$ cat config.mk
export PLATFORM = sky130hd
export DESIGN_NAME = pwm_capture
export DESIGN_NICKNAME = d
export VERILOG_FILES = /design/src/rtl/pwm_capture.sv
export SDC_FILE = /design/constraint.sdc
export NUM_CORES = 1
export LEC_CHECK = 0
export BUFFER_PORTS_ARGS = -buffer_cell sky130_fd_sc_hd__buf_2
export CORE_ASPECT_RATIO = 1.75
export CORE_MARGIN = 2
export CORE_UTILIZATION = 47
export CTS_CLUSTER_DIAMETER = 50
export CTS_CLUSTER_SIZE = 20
export DETAILED_ROUTE_END_ITERATION = 7
export PLACE_DENSITY = 0.71
export SLEW_MARGIN = 20
export SYNTH_ARGS = -nofsm -noshare
export SYNTH_HDL_FRONTEND = slang
export SYNTH_SLANG_ARGS = --single-unit
$ cat constraint.sdc
create_clock -name clk -period 5.3 [get_ports clk]
set_input_delay 0.53 -clock clk [delete_from_list [all_inputs] [get_ports clk]]
set_output_delay 0.53 -clock clk [all_outputs]
set_load 0.005 [all_outputs]
$ cat src/rtl/pwm_capture.sv
// pwm_capture: measures an asynchronous PWM input and reports it as a top/cmp pair
// (period-1, high cycles), i.e. the settings that would reproduce the wave.
`timescale 1ns/1ps
module pwm_capture #(
  parameter int W           = 16,
  parameter int SYNC_STAGES = 2
) (
  input  logic         clk,
  input  logic         nrst,
  input  logic         en,
  input  logic         pwm_in,
  output logic [W-1:0] top,
  output logic [W-1:0] cmp,
  output logic         valid,
  output logic         timeout,
  output logic         level
);

  typedef enum logic [1:0] {
    IDLE  = 2'd0,
    ARMED = 2'd1,
    HIGH  = 2'd2,
    LOW   = 2'd3
  } state_t;

  localparam logic [W-1:0] CNT_MAX  = {W{1'b1}};
  localparam logic [W-1:0] CNT_ZERO = {W{1'b0}};
  localparam logic [W-1:0] CNT_ONE  = {{(W-1){1'b0}}, 1'b1};

  logic [SYNC_STAGES-1:0] sync_r;
  logic [SYNC_STAGES:0]   primed_r;
  logic                   s_d_r;
  state_t                 state_r;
  state_t                 state_nxt_s;
  logic [W-1:0]           cnt_r;
  logic [W-1:0]           cnt_nxt_s;
  logic [W-1:0]           cnt_inc_s;
  logic [W-1:0]           hi_r;
  logic [W-1:0]           hi_nxt_s;
  logic [W-1:0]           top_nxt_s;
  logic [W-1:0]           cmp_nxt_s;
  logic                   valid_nxt_s;
  logic                   timeout_nxt_s;
  logic                   s_s;
  logic                   rise_s;
  logic                   fall_s;
  logic                   sat_s;
  logic                   primed_s;

  assign s_s      = sync_r[SYNC_STAGES-1];
  assign rise_s   = s_s & ~s_d_r;
  assign fall_s   = ~s_s & s_d_r;
  assign sat_s    = (cnt_r == CNT_MAX);
  // cnt holds (cycles since accepting rise) - 1, so the incremented value is the true count.
  assign cnt_inc_s = sat_s ? CNT_MAX : (cnt_r + CNT_ONE);
  // The sync chain resets to 0; IDLE must not mistake that for a real low after reset.
  assign primed_s = primed_r[SYNC_STAGES];

  // Input synchronizer, edge-detect delay and post-reset priming marker.
  always_ff @(posedge clk or negedge nrst) begin
    if (!nrst) begin
      sync_r   <= '0;
      primed_r <= '0;
      s_d_r    <= 1'b0;
    end else begin
      sync_r   <= {sync_r[SYNC_STAGES-2:0], pwm_in};
      primed_r <= {primed_r[SYNC_STAGES-1:0], 1'b1};
      s_d_r    <= s_s;
    end
  end

  // Next-state and next-output logic of the capture FSM.
  always_comb begin
    state_nxt_s   = state_r;
    cnt_nxt_s     = cnt_r;
    hi_nxt_s      = hi_r;
    top_nxt_s     = top;
    cmp_nxt_s     = cmp;
    valid_nxt_s   = 1'b0;
    timeout_nxt_s = timeout;
    if (!en) begin
      state_nxt_s   = IDLE;
      cnt_nxt_s     = CNT_ZERO;
      timeout_nxt_s = 1'b0;
    end else begin
      case (state_r)
        IDLE: begin
          if (primed_s && !s_s) begin
            state_nxt_s = ARMED;
          end else begin
            state_nxt_s = IDLE;
          end
        end
        ARMED: begin
          if (rise_s) begin
            state_nxt_s = HIGH;
            cnt_nxt_s   = CNT_ZERO;
          end else begin
            state_nxt_s = ARMED;
          end
        end
        HIGH: begin
          if (fall_s) begin
            state_nxt_s = LOW;
            hi_nxt_s    = cnt_inc_s;
            cnt_nxt_s   = cnt_inc_s;
          end else if (sat_s) begin
            state_nxt_s   = IDLE;
            timeout_nxt_s = 1'b1;
          end else begin
            cnt_nxt_s = cnt_inc_s;
          end
        end
        LOW: begin
          if (rise_s) begin
            state_nxt_s   = HIGH;
            top_nxt_s     = cnt_r;
            cmp_nxt_s     = hi_r;
            valid_nxt_s   = 1'b1;
            timeout_nxt_s = 1'b0;
            cnt_nxt_s     = CNT_ZERO;
          end else if (sat_s) begin
            state_nxt_s   = IDLE;
            timeout_nxt_s = 1'b1;
          end else begin
            cnt_nxt_s = cnt_inc_s;
          end
        end
        default: begin
          state_nxt_s = IDLE;
          cnt_nxt_s   = CNT_ZERO;
        end
      endcase
    end
  end

  // FSM state, counters and registered outputs.
  always_ff @(posedge clk or negedge nrst) begin
    if (!nrst) begin
      state_r <= IDLE;
      cnt_r   <= CNT_ZERO;
      hi_r    <= CNT_ZERO;
      top     <= CNT_ZERO;
      cmp     <= CNT_ZERO;
      valid   <= 1'b0;
      timeout <= 1'b0;
      level   <= 1'b0;
    end else begin
      state_r <= state_nxt_s;
      cnt_r   <= cnt_nxt_s;
      hi_r    <= hi_nxt_s;
      top     <= top_nxt_s;
      cmp     <= cmp_nxt_s;
      valid   <= valid_nxt_s;
      timeout <= timeout_nxt_s;
      level   <= s_s;
    end
  end

endmodule
==> flow_summary.yaml, run 1 <==
synth:
  ys_seq_area_frac: 0.552
  avgSynthCellArea_sq_um: 11.5
  synth_edf_count: 0
  syn-cell-area_sq_um: 3350
  netlist_instances: 292
  synth_flop_cell: "dfrtp_1"
  synth_cell_types: 49
  synth-seq-cells: 74
  syn_nets: 298
  ys_async_sr_fraction: 1.00
  yosys_warnings: 0
sta:
  relSlewSlack: 0.360
  period_share: 0.566
  finalSetupTns_ps: 0
  hold_viol: 0
  min_period_ps: 3000
  max_clock_freq_mhz: 333
  rsz0062_at_grt: "false"
  timing.final.ws_setup_ps: 2300
  whs_ps: 293
  skew_ps: 7.29
  worstMarginPinSlew_ps: 953
  slew_violations: 0
  setup_viol: 0
power_and_ir_drop:
  p_clk_frac: 0.478
  p_int_w: 0.000965
  pwr-share-comb: 0.035
  p_sw_w: 0.000270
  p_seq_frac: 0.487
  ir_drop_v: 0.000193
  powerDensity_nw_per_um2: 325
  sw_frac_of_total: 0.219
  total_leakage_power_nw: 1.78
layout:
  layout-drive-gt1-share: 0.302
  layout.cells.non_filler: 408
  most-common-layout-cells: "74 x dfrtp_1, 37 x buf_2, 32 x mux2_2"
  stdcell_area_sq_um: 3810
  diodes: 0
  final_common_cell: "dfrtp_1"
  areaGrowthSynthToFinish_pct: 13.5
  fill_cells: 608
  num-nets-final: 325
grt:
  grt_usage: 0.204
  grt_pass1_vias: 2322
  grt-ovfl-total: 0
  grt_max_degree: 75
  grt_pass1_wl_mm: 11.7
  antenna_found_initial: 0
setup_path:
  cp-end-kind: "register"
  startpoint: "cnt_r[0]"
  arrival_ps: 3190
  cp_max_fo: 11
  cp-start-kind: "register"
  r2r_start: "cnt_r[0]"
  crit_required_ps: 5490
  crit_type: "register to register"
placement:
  dpl_cell_area_sq_um: 3510
  pre_cts_slack_ps: 2350
  io_buffers: 38
  gp_congestion: 0.875
  dp.cells: 392
  dp_hpwl_mm: 4.87
hold_path:
  min_path_type: "primary input to async pin"
floorplan:
  initial_utilization: 0.486
  core_area_sq_um: 6910
  rows: 40
  chipWidth_um: 67.9
  die_y_um: 116
  io_pins: 39
  dieArea_sq_um: 7850
clocking:
  clock-sinks: 74
  htreeDepth: 3
  cts_resized: 0
  path_clk_slew_ps: 60
  cts-root-buf: "clkbuf_16"
  cts_hold_buffers: 0
  clock_latency_ps: 340
  cts_tree: "built"
  cts_made_buffers: 9
  cts_setup_buffers: 0
  cts_buffer_depth: 2
detailed_routing:
  drt_drc_violations_left: 0
  drtIter0Drc: 158
  num_vias: 2331
  detail-route-antenna-nets: 0
  drtPass1Iterations: 4
  routed_wl_mm: 7.04
  wl_per_cell_um: 17.3
  post_drt_via_cell_ratio: 5.71
outcome:
  outcome: "finished, final reports clean"
job:
  max_cap_viol_count: 0
-- cell type report --
type	instances	area, sq um	share of cell area
Inverter	5	18.8	0.00493
Clock inverter	7	67.6	0.0178
Clock buffer	9	225	0.0592
Timing Repair Buffer	39	200	0.0526
Sequential cell	74	1850	0.487
Tap cell	84	105	0.0276
Multi-Input combinational cell	190	1340	0.351
-- synthesized netlist by cell type (2+ instances only) --
cell type | count | area, sq um
nand2_1 | 18 | 67.6
a311oi_1 | 3 | 26.3
a21oi_1 | 16 | 80.1
mux2i_1 | 2 | 20.0
dfrtp_1 | 74 | 1850
nand4_1 | 7 | 43.8
nor4_1 | 5 | 31.3
ha_1 | 2 | 25.0
mux2_2 | 32 | 360
and3_1 | 5 | 31.3
o21ai_0 | 10 | 50.1
xor2_1 | 2 | 17.5
o31ai_1 | 4 | 30.0
o2111a_1 | 2 | 22.5
and4_1 | 2 | 17.5
a31o_2 | 2 | 17.5
a31oi_1 | 9 | 56.3
nor2_1 | 22 | 82.6
buf_2 | 7 | 35.0
nand3_1 | 4 | 20.0
o211ai_1 | 2 | 15.0
a211oi_1 | 5 | 37.5
buf_6 | 4 | 45.0
clkbuf_1 | 5 | 18.8
xnor2_1 | 7 | 61.3
buf_4 | 6 | 45.0
nor3_1 | 9 | 45.0
inv_1 | 5 | 18.8
-- cell families after synthesis --
kind of cell	count (synthesis)	share of synthesized area
simple gates	85	0.134
flops	74	0.552
compound gates	59	0.118
mux	34	0.113
buf+inv	28	0.0496
xor+xnor	9	0.0235
fa+ha+maj	2	0.00746
other cells	1	0.00112
-- per-stage QoR --
stage                     utilization  total power [W]
after global placement          0.509         0.000654
after floorplan                     -         0.000632
after CTS                       0.551          0.00125
final                           0.551          0.00124
after detailed placement        0.509         0.000656
after global routing            0.551          0.00129
-- worst max-delay path, stage by stage, from the launching register on --
cell	delay, ps
dfrtp_1	440
ha_1	290
nand3_2	140
nor3_1	800
nand2_1	500
ha_1	420
o211ai_1	170
a21oi_1	90
-- power groups by stage --
stage	registers [W]	logic (W)	clock network (W)
CTS	0.000601	0.0000445	0.000608
finish	0.000602	0.0000430	0.000591
global placement	0.000611	0.0000436	0
floorplan	0.000606	0.0000262	0
global route	0.000604	0.0000520	0.000632
detailed placement	0.000611	0.0000444	0
-- final timing paths --
path | end | slack, ps | cells after the start
max | cnt_r[0] | 2300 | 7
min | top[9] | 290 | 1
max reg2reg | cnt_r[0] | 2300 | 7
min reg2reg | sync_r[1] | 350 | 0
max in group asynchronous | cnt_r[12] | 4400 | 1
min in group clk | sync_r[0] | 300 | 1
-- metal layers --
layer / up-vias / part of all wire / routed length, um / global-route usage
li1: 1117 / - / - / -
met1: 1136 / 0.42 / 2960 / 0.253
met2: 60 / 0.50 / 3530 / 0.320
met3: 18 / 0.040 / 281 / 0.0495
met4: 0 / 0.038 / 265 / 0.119
met5: - / 0 / 0 / 0
-- flip-flops by register name (all words and copies together) (netlist names) --
signal,cells
hi_r,16
valid,1
cmp,16
state_r,2
cnt_r,16
sync_r,2
timeout,1
top,16
level,1
primed_r,3
Power figures use the tool's default switching activity.
==> inputs of run 2 (changes only) <==
--- a/config.mk
+++ b/config.mk
@@ -5,6 +5,7 @@
 export SDC_FILE = /design/constraint.sdc
 export NUM_CORES = 1
 export LEC_CHECK = 0
+export ABC_AREA = 1
 export BUFFER_PORTS_ARGS = -buffer_cell sky130_fd_sc_hd__buf_2
 export CORE_ASPECT_RATIO = 1.75
 export CORE_MARGIN = 2
==> constraint.sdc (replaced) <==
create_clock -name clk -period 2.85 [get_ports clk]
set_input_delay 0.285 -clock clk [delete_from_list [all_inputs] [get_ports clk]]
set_output_delay 0.285 -clock clk [all_outputs]
set_load 0.005 [all_outputs]
==> run 2 against run 1 <==
Global-route usage up 1.0 points. Sequential share of layout area fell by 1.5 points. Critical path type unchanged. Synthesized cell count rose by 32%. Worst hold slack lost 250 ps. Design area increased by 3.1%. Die area is 1.5% higher. Largest power group unchanged. Via count increased by 11%. Utilization down 0.064 points. Fmax increased by 55%. Total power grew 96%. Critical path depth is 4 higher.
==> flow_summary.yaml, run 2 <==
floorplan:
  chipWidth_um: 68.3
  core_area_sq_um: 7130
  rows: 41
  initial_utilization: 0.477
  die_y_um: 117
  io_pins: 39
  dieArea_sq_um: 7970
grt:
  grt-ovfl-total: 0
  grt_pass1_vias: 2593
  antenna_found_initial: 0
  grt_max_degree: 41
  grt_usage: 0.215
  grt_pass1_wl_mm: 12.3
setup_path:
  regToRegEndpoint: "cnt_r[0]"
  cp-start-kind: "register"
  crit_slowest_cell: "dfrtp_1"
  r2r_setup_slack_ps: 910
  crit_required_ps: 3060
  r2r_cells: 11
  crit_type: "register to register"
  cp_max_fo: 6
  crit_chain: "ha_1, nand2_2, nor2_2, nand2_4, nor2_1, nand4_1, ha_1, nand4_1, o21ai_0, nand2_1, o21ai_0"
  cp-end-kind: "register"
  cpPeakStageDelay_ps: 430
  arrival_ps: 2150
  r2r_start: "cnt_r[0]"
synth:
  synth_edf_count: 0
  syn-cell-area_sq_um: 3400
  avgSynthCellArea_sq_um: 8.87
  syn_nets: 390
  synth_largest_area_cell: "dfrtp_1"
  ys_seq_area_frac: 0.544
  ys_top_cells_by_area: "dfrtp_1 54%, nand2_1 15%, o21ai_2 4.1%, inv_1 3.5%, o21ai_0 3.2%"
  yosys.area.top_type_share: 0.544
  yosys_warnings: 0
  ys_async_sr_fraction: 1.00
  synth-seq-cells: 74
  netlist_instances: 384
  synth_cell_types: 28
  synthTopCellsByCount: "139 x nand2_1, 74 x dfrtp_1, 32 x inv_1"
  synth_most_common_cell: "nand2_1"
  synth_flop_cell: "dfrtp_1"
layout:
  areaGrowthSynthToFinish_pct: 15.3
  diodes: 0
  most-common-layout-cells: "139 x nand2_1, 74 x dfrtp_1, 38 x buf_2"
  final_common_cell: "nand2_1"
  num-nets-final: 432
  layout-drive-gt1-share: 0.221
detailed_routing:
  post_drt_via_cell_ratio: 5.01
  routed_wl_mm: 7.24
  wl_per_cell_um: 14.0
  num_vias: 2584
  drtPass1Iterations: 4
  detail-route-antenna-nets: 0
  drtIter0Drc: 149
  drt_drc_violations_left: 0
placement:
  io_buffers: 38
  gp_congestion: 0.918
  pre_cts_slack_ps: 916
  dp_hpwl_mm: 5.32
power_and_ir_drop:
  ir_drop_v: 0.000451
  total_leakage_power_nw: 1.99
  powerDensity_nw_per_um2: 618
clocking:
  cts_made_buffers: 9
  cts_setup_buffers: 0
  clock-sinks: 74
  cts-root-buf: "clkbuf_16"
  htreeDepth: 3
  path_clk_slew_ps: 50
  cts_tree: "built"
  clock_latency_ps: 340
  cts_buffer_depth: 2
sta:
  setup_viol: 0
  slew_violations: 0
  min_period_ps: 1940
  rsz0062_at_grt: "false"
  hold_viol: 0
  timing.final.ws_setup_ps: 910
  relSlewSlack: 0.663
  period_share: 0.681
  worstMarginPinSlew_ps: 504
  finalSetupTns_ps: 0
  skew_ps: 4.55
  max_clock_freq_mhz: 515
hold_path:
  min_path_type: "primary input to register"
  hold_start: "pwm_in"
  whs_endpoint: "sync_r[0]"
  hold_depth: 1
outcome:
  outcome: "finished, final reports clean"
job:
  max_cap_viol_count: 0
run 2: timing repair:
action / in CTS / in global routing
hold buffers: 1 / 0
endpoints found under the hold margin: 21 / 0
setup endpoints to repair: 0 / 0
resized for setup: 0 / 0
run 2: area by class of cell:
| type | instances | area (sq um) |
|---|---|---|
| Clock buffer | 12 | 256 |
| Clock inverter | 3 | 15.0 |
| Fill cell | 676 | 3210 |
| Inverter | 37 | 141 |
| Multi-Input combinational cell | 262 | 1320 |
| Sequential cell | 74 | 1850 |
| Tap cell | 86 | 108 |
| Timing Repair Buffer | 42 | 235 |
run 2: worst max-delay path by stage:
stage	from	endpoint	slack, ps	depth (start not counted)
CTS	cnt_r[0]	cnt_r[0]	900	11
global route	cnt_r[0]	cnt_r[0]	640	11
floorplan	cnt_r[0]	cnt_r[0]	1100	11
finish	cnt_r[0]	cnt_r[0]	910	11
detailed placement	cnt_r[0]	cnt_r[0]	920	11
global placement	cnt_r[0]	cnt_r[0]	990	11
run 2: logic make-up after synthesis:
family	count (synthesis)	share of synthesized area
simple gates	196	0.263
flops	74	0.544
compound gates	59	0.105
buf+inv	48	0.0691
xor+xnor	4	0.0103
fa+ha+maj	2	0.00735
other cells	1	0.00110
run 2: power breakdown:
part           switching, W  leakage [nW]  internal, W  total (W)
clock              0.000400         0.138     0.000626    0.00103
sequential        0.0000436         0.950      0.00114    0.00118
combinational      0.000127         0.897    0.0000892   0.000216
run 2: stage by stage:
| stage | instance area [sq um] | cells | hold slack, ps | total power, W | utilization |
|---|---|---|---|---|---|
| after detailed placement | 3640 | 500 | 276 | 0.00142 | 0.511 |
| after CTS | 3930 | 516 | 41.6 | 0.00245 | 0.550 |
| final | 3930 | 516 | 45.5 | 0.00242 | 0.550 |
| after global placement | 3640 | 500 | 267 | 0.00141 | 0.511 |
| after global routing | 3930 | 516 | 41.1 | 0.00255 | 0.550 |
| after floorplan | 3400 | 384 | -10.6 | 0.00132 | - |
run 2: layer usage:
layer | wire length (um) | track usage | vias to the layer above
li1 | - | - | 1301
met1 | 2770 | 0.237 | 1218
met2 | 4000 | 0.371 | 45
met3 | 242 | 0.0549 | 20
met4 | 234 | 0.109 | 0
met5 | 0 | 0 | -
run 2: critical path: cells and delay by family (launching register included):
| family | cells | cell delay [ps] |
|---|---|---|
| flops | 1 | 430 |
| fa+ha+maj | 2 | 520 |
| compound gates | 2 | 140 |
| simple gates | 7 | 700 |
==> inputs of run 3 (changes only) <==
==> constraint.sdc (replaced) <==
create_clock -name clk -period 1.8 [get_ports clk]
set_input_delay 0.18 -clock clk [delete_from_list [all_inputs] [get_ports clk]]
set_output_delay 0.18 -clock clk [all_outputs]
set_load 0.005 [all_outputs]
==> run 3 against run 2 <==
Worst hold slack better by 86 ps. Sequential power up 58%. Sequential cell count unchanged. Highest routed layer unchanged. Critical endpoint unchanged.
==> flow_summary.yaml, run 3 (synthesized netlist as in run 2, its figures left out) <==
outcome:
  outcome: "finished, final reports clean"
clocking:
  htreeDepth: 3
  cts-root-buf: "clkbuf_16"
  clock_latency_ps: 340
  path_clk_slew_ps: 50
  clock-sinks: 74
  cts_tree: "built"
  cts_buffer_depth: 2
  cts_made_buffers: 9
sta:
  finalSetupTns_ps: 0
  rsz0062_at_grt: "true"
  skew_ps: 5.84
  slew_violations: 0
  min_period_ps: 1700
  hold_viol: 0
  max_clock_freq_mhz: 588
  period_share: 0.945
  setup_viol: 0
  whs_ps: 132
layout:
  stdcell_area_sq_um: 4020
  layout.cells.non_filler: 526
  most-common-layout-cells: "139 x nand2_1, 74 x dfrtp_1, 38 x buf_2"
  final_common_cell: "nand2_1"
  post-route-util: 0.564
  areaGrowthSynthToFinish_pct: 18.2
  num-nets-final: 443
  layout-drive-gt1-share: 0.234
  diodes: 0
grt:
  grt_pass1_vias: 2588
  grt_pass1_wl_mm: 12.3
  antenna_found_initial: 0
  grt-ovfl-total: 0
  grt_max_degree: 75
  grt_usage: 0.212
power_and_ir_drop:
  ir_drop_v: 0.000672
  total_leakage_power_nw: 2.04
  powerDensity_nw_per_um2: 946
setup_path:
  cp_max_fo: 2
  cp-end-kind: "register"
  arrival_ps: 1920
  cp-start-kind: "register"
  crit_required_ps: 2020
  crit_type: "register to register"
placement:
  dp_hpwl_mm: 5.32
  dpl_cell_area_sq_um: 3700
  dp.cells: 508
  gp_congestion: 0.898
  io_buffers: 38
hold_path:
  min_path_type: "primary input to register"
detailed_routing:
  post_drt_via_cell_ratio: 5.07
  drtIter0Drc: 134
  routed_wl_mm: 7.35
  drt_drc_violations_left: 0
  wl_per_cell_um: 14.0
  drtPass1Iterations: 4
  detail-route-antenna-nets: 0
  num_vias: 2666
job:
  max_cap_viol_count: 0
floorplan:
  rows: 41
  dieArea_sq_um: 7970
  io_pins: 39
  initial_utilization: 0.477
  chipWidth_um: 68.3
  core_area_sq_um: 7130
  die_y_um: 117
==> run 3: worst max-delay path, stage by stage (launching register included) <==
cell,delay [ps]
dfrtp_1,390
ha_4,160
nand2_4,50
nor2_4,130
nand2_4,70
nor2_4,110
nand4_1,90
ha_1,300
nand4_1,90
o21ai_1,70
nand2_1,70
o21ai_1,60
==> run 3: worst paths after layout <==
check	startpoint	end	depth (start not counted)	slack, ps
max	cnt_r[1]	cnt_r[0]	11	100
min	en	timeout	3	130
max reg2reg	cnt_r[1]	cnt_r[0]	11	100
min reg2reg	sync_r[0]	sync_r[1]	0	350
max in group asynchronous	nrst	cmp[6]	3	1080
min in group asynchronous	nrst	sync_r[0]	3	410
==> run 3: what timing repair did <==
action | CTS | global route
setup buffers | 0 | 2
gates resized for setup | 0 | 8
hold buffers | 2 | 0
endpoints found under the hold margin | 75 | 0
setup endpoints to repair | 0 | 1
==> run 3: per-layer routing <==
metal / track usage / share of wire / up-vias
met2: 0.364 / 0.55 / 61
met1: 0.234 / 0.39 / 1272
met3: 0.0530 / 0.035 / 19
met5: 0 / 0 / -
met4: 0.112 / 0.026 / 0
li1: - / - / 1314
==> run 3: area by class of cell <==
cell class	count	area, sq um
multi-input combinational	262	1350
inverter	37	141
timing repair buffer	53	320
tap	86	108
fill	664	3110
sequential	74	1850
clock buffer	14	254
==> run 3: power breakdown <==
group | total (W) | switching [W] | internal, W
Combinational | 0.000367 | 0.000211 | 0.000156
Clock | 0.00157 | 0.000611 | 0.000955
Sequential | 0.00187 | 0.0000670 | 0.00180
==> run 3: stage by stage <==
step	power (W)	setup WS [ps]
after detailed placement	0.00227	36.7
after CTS	0.00385	9.85
after global routing	0.00399	-3.40
after floorplan	0.00209	51.5
final	0.00380	99.4
after global placement	0.00225	105
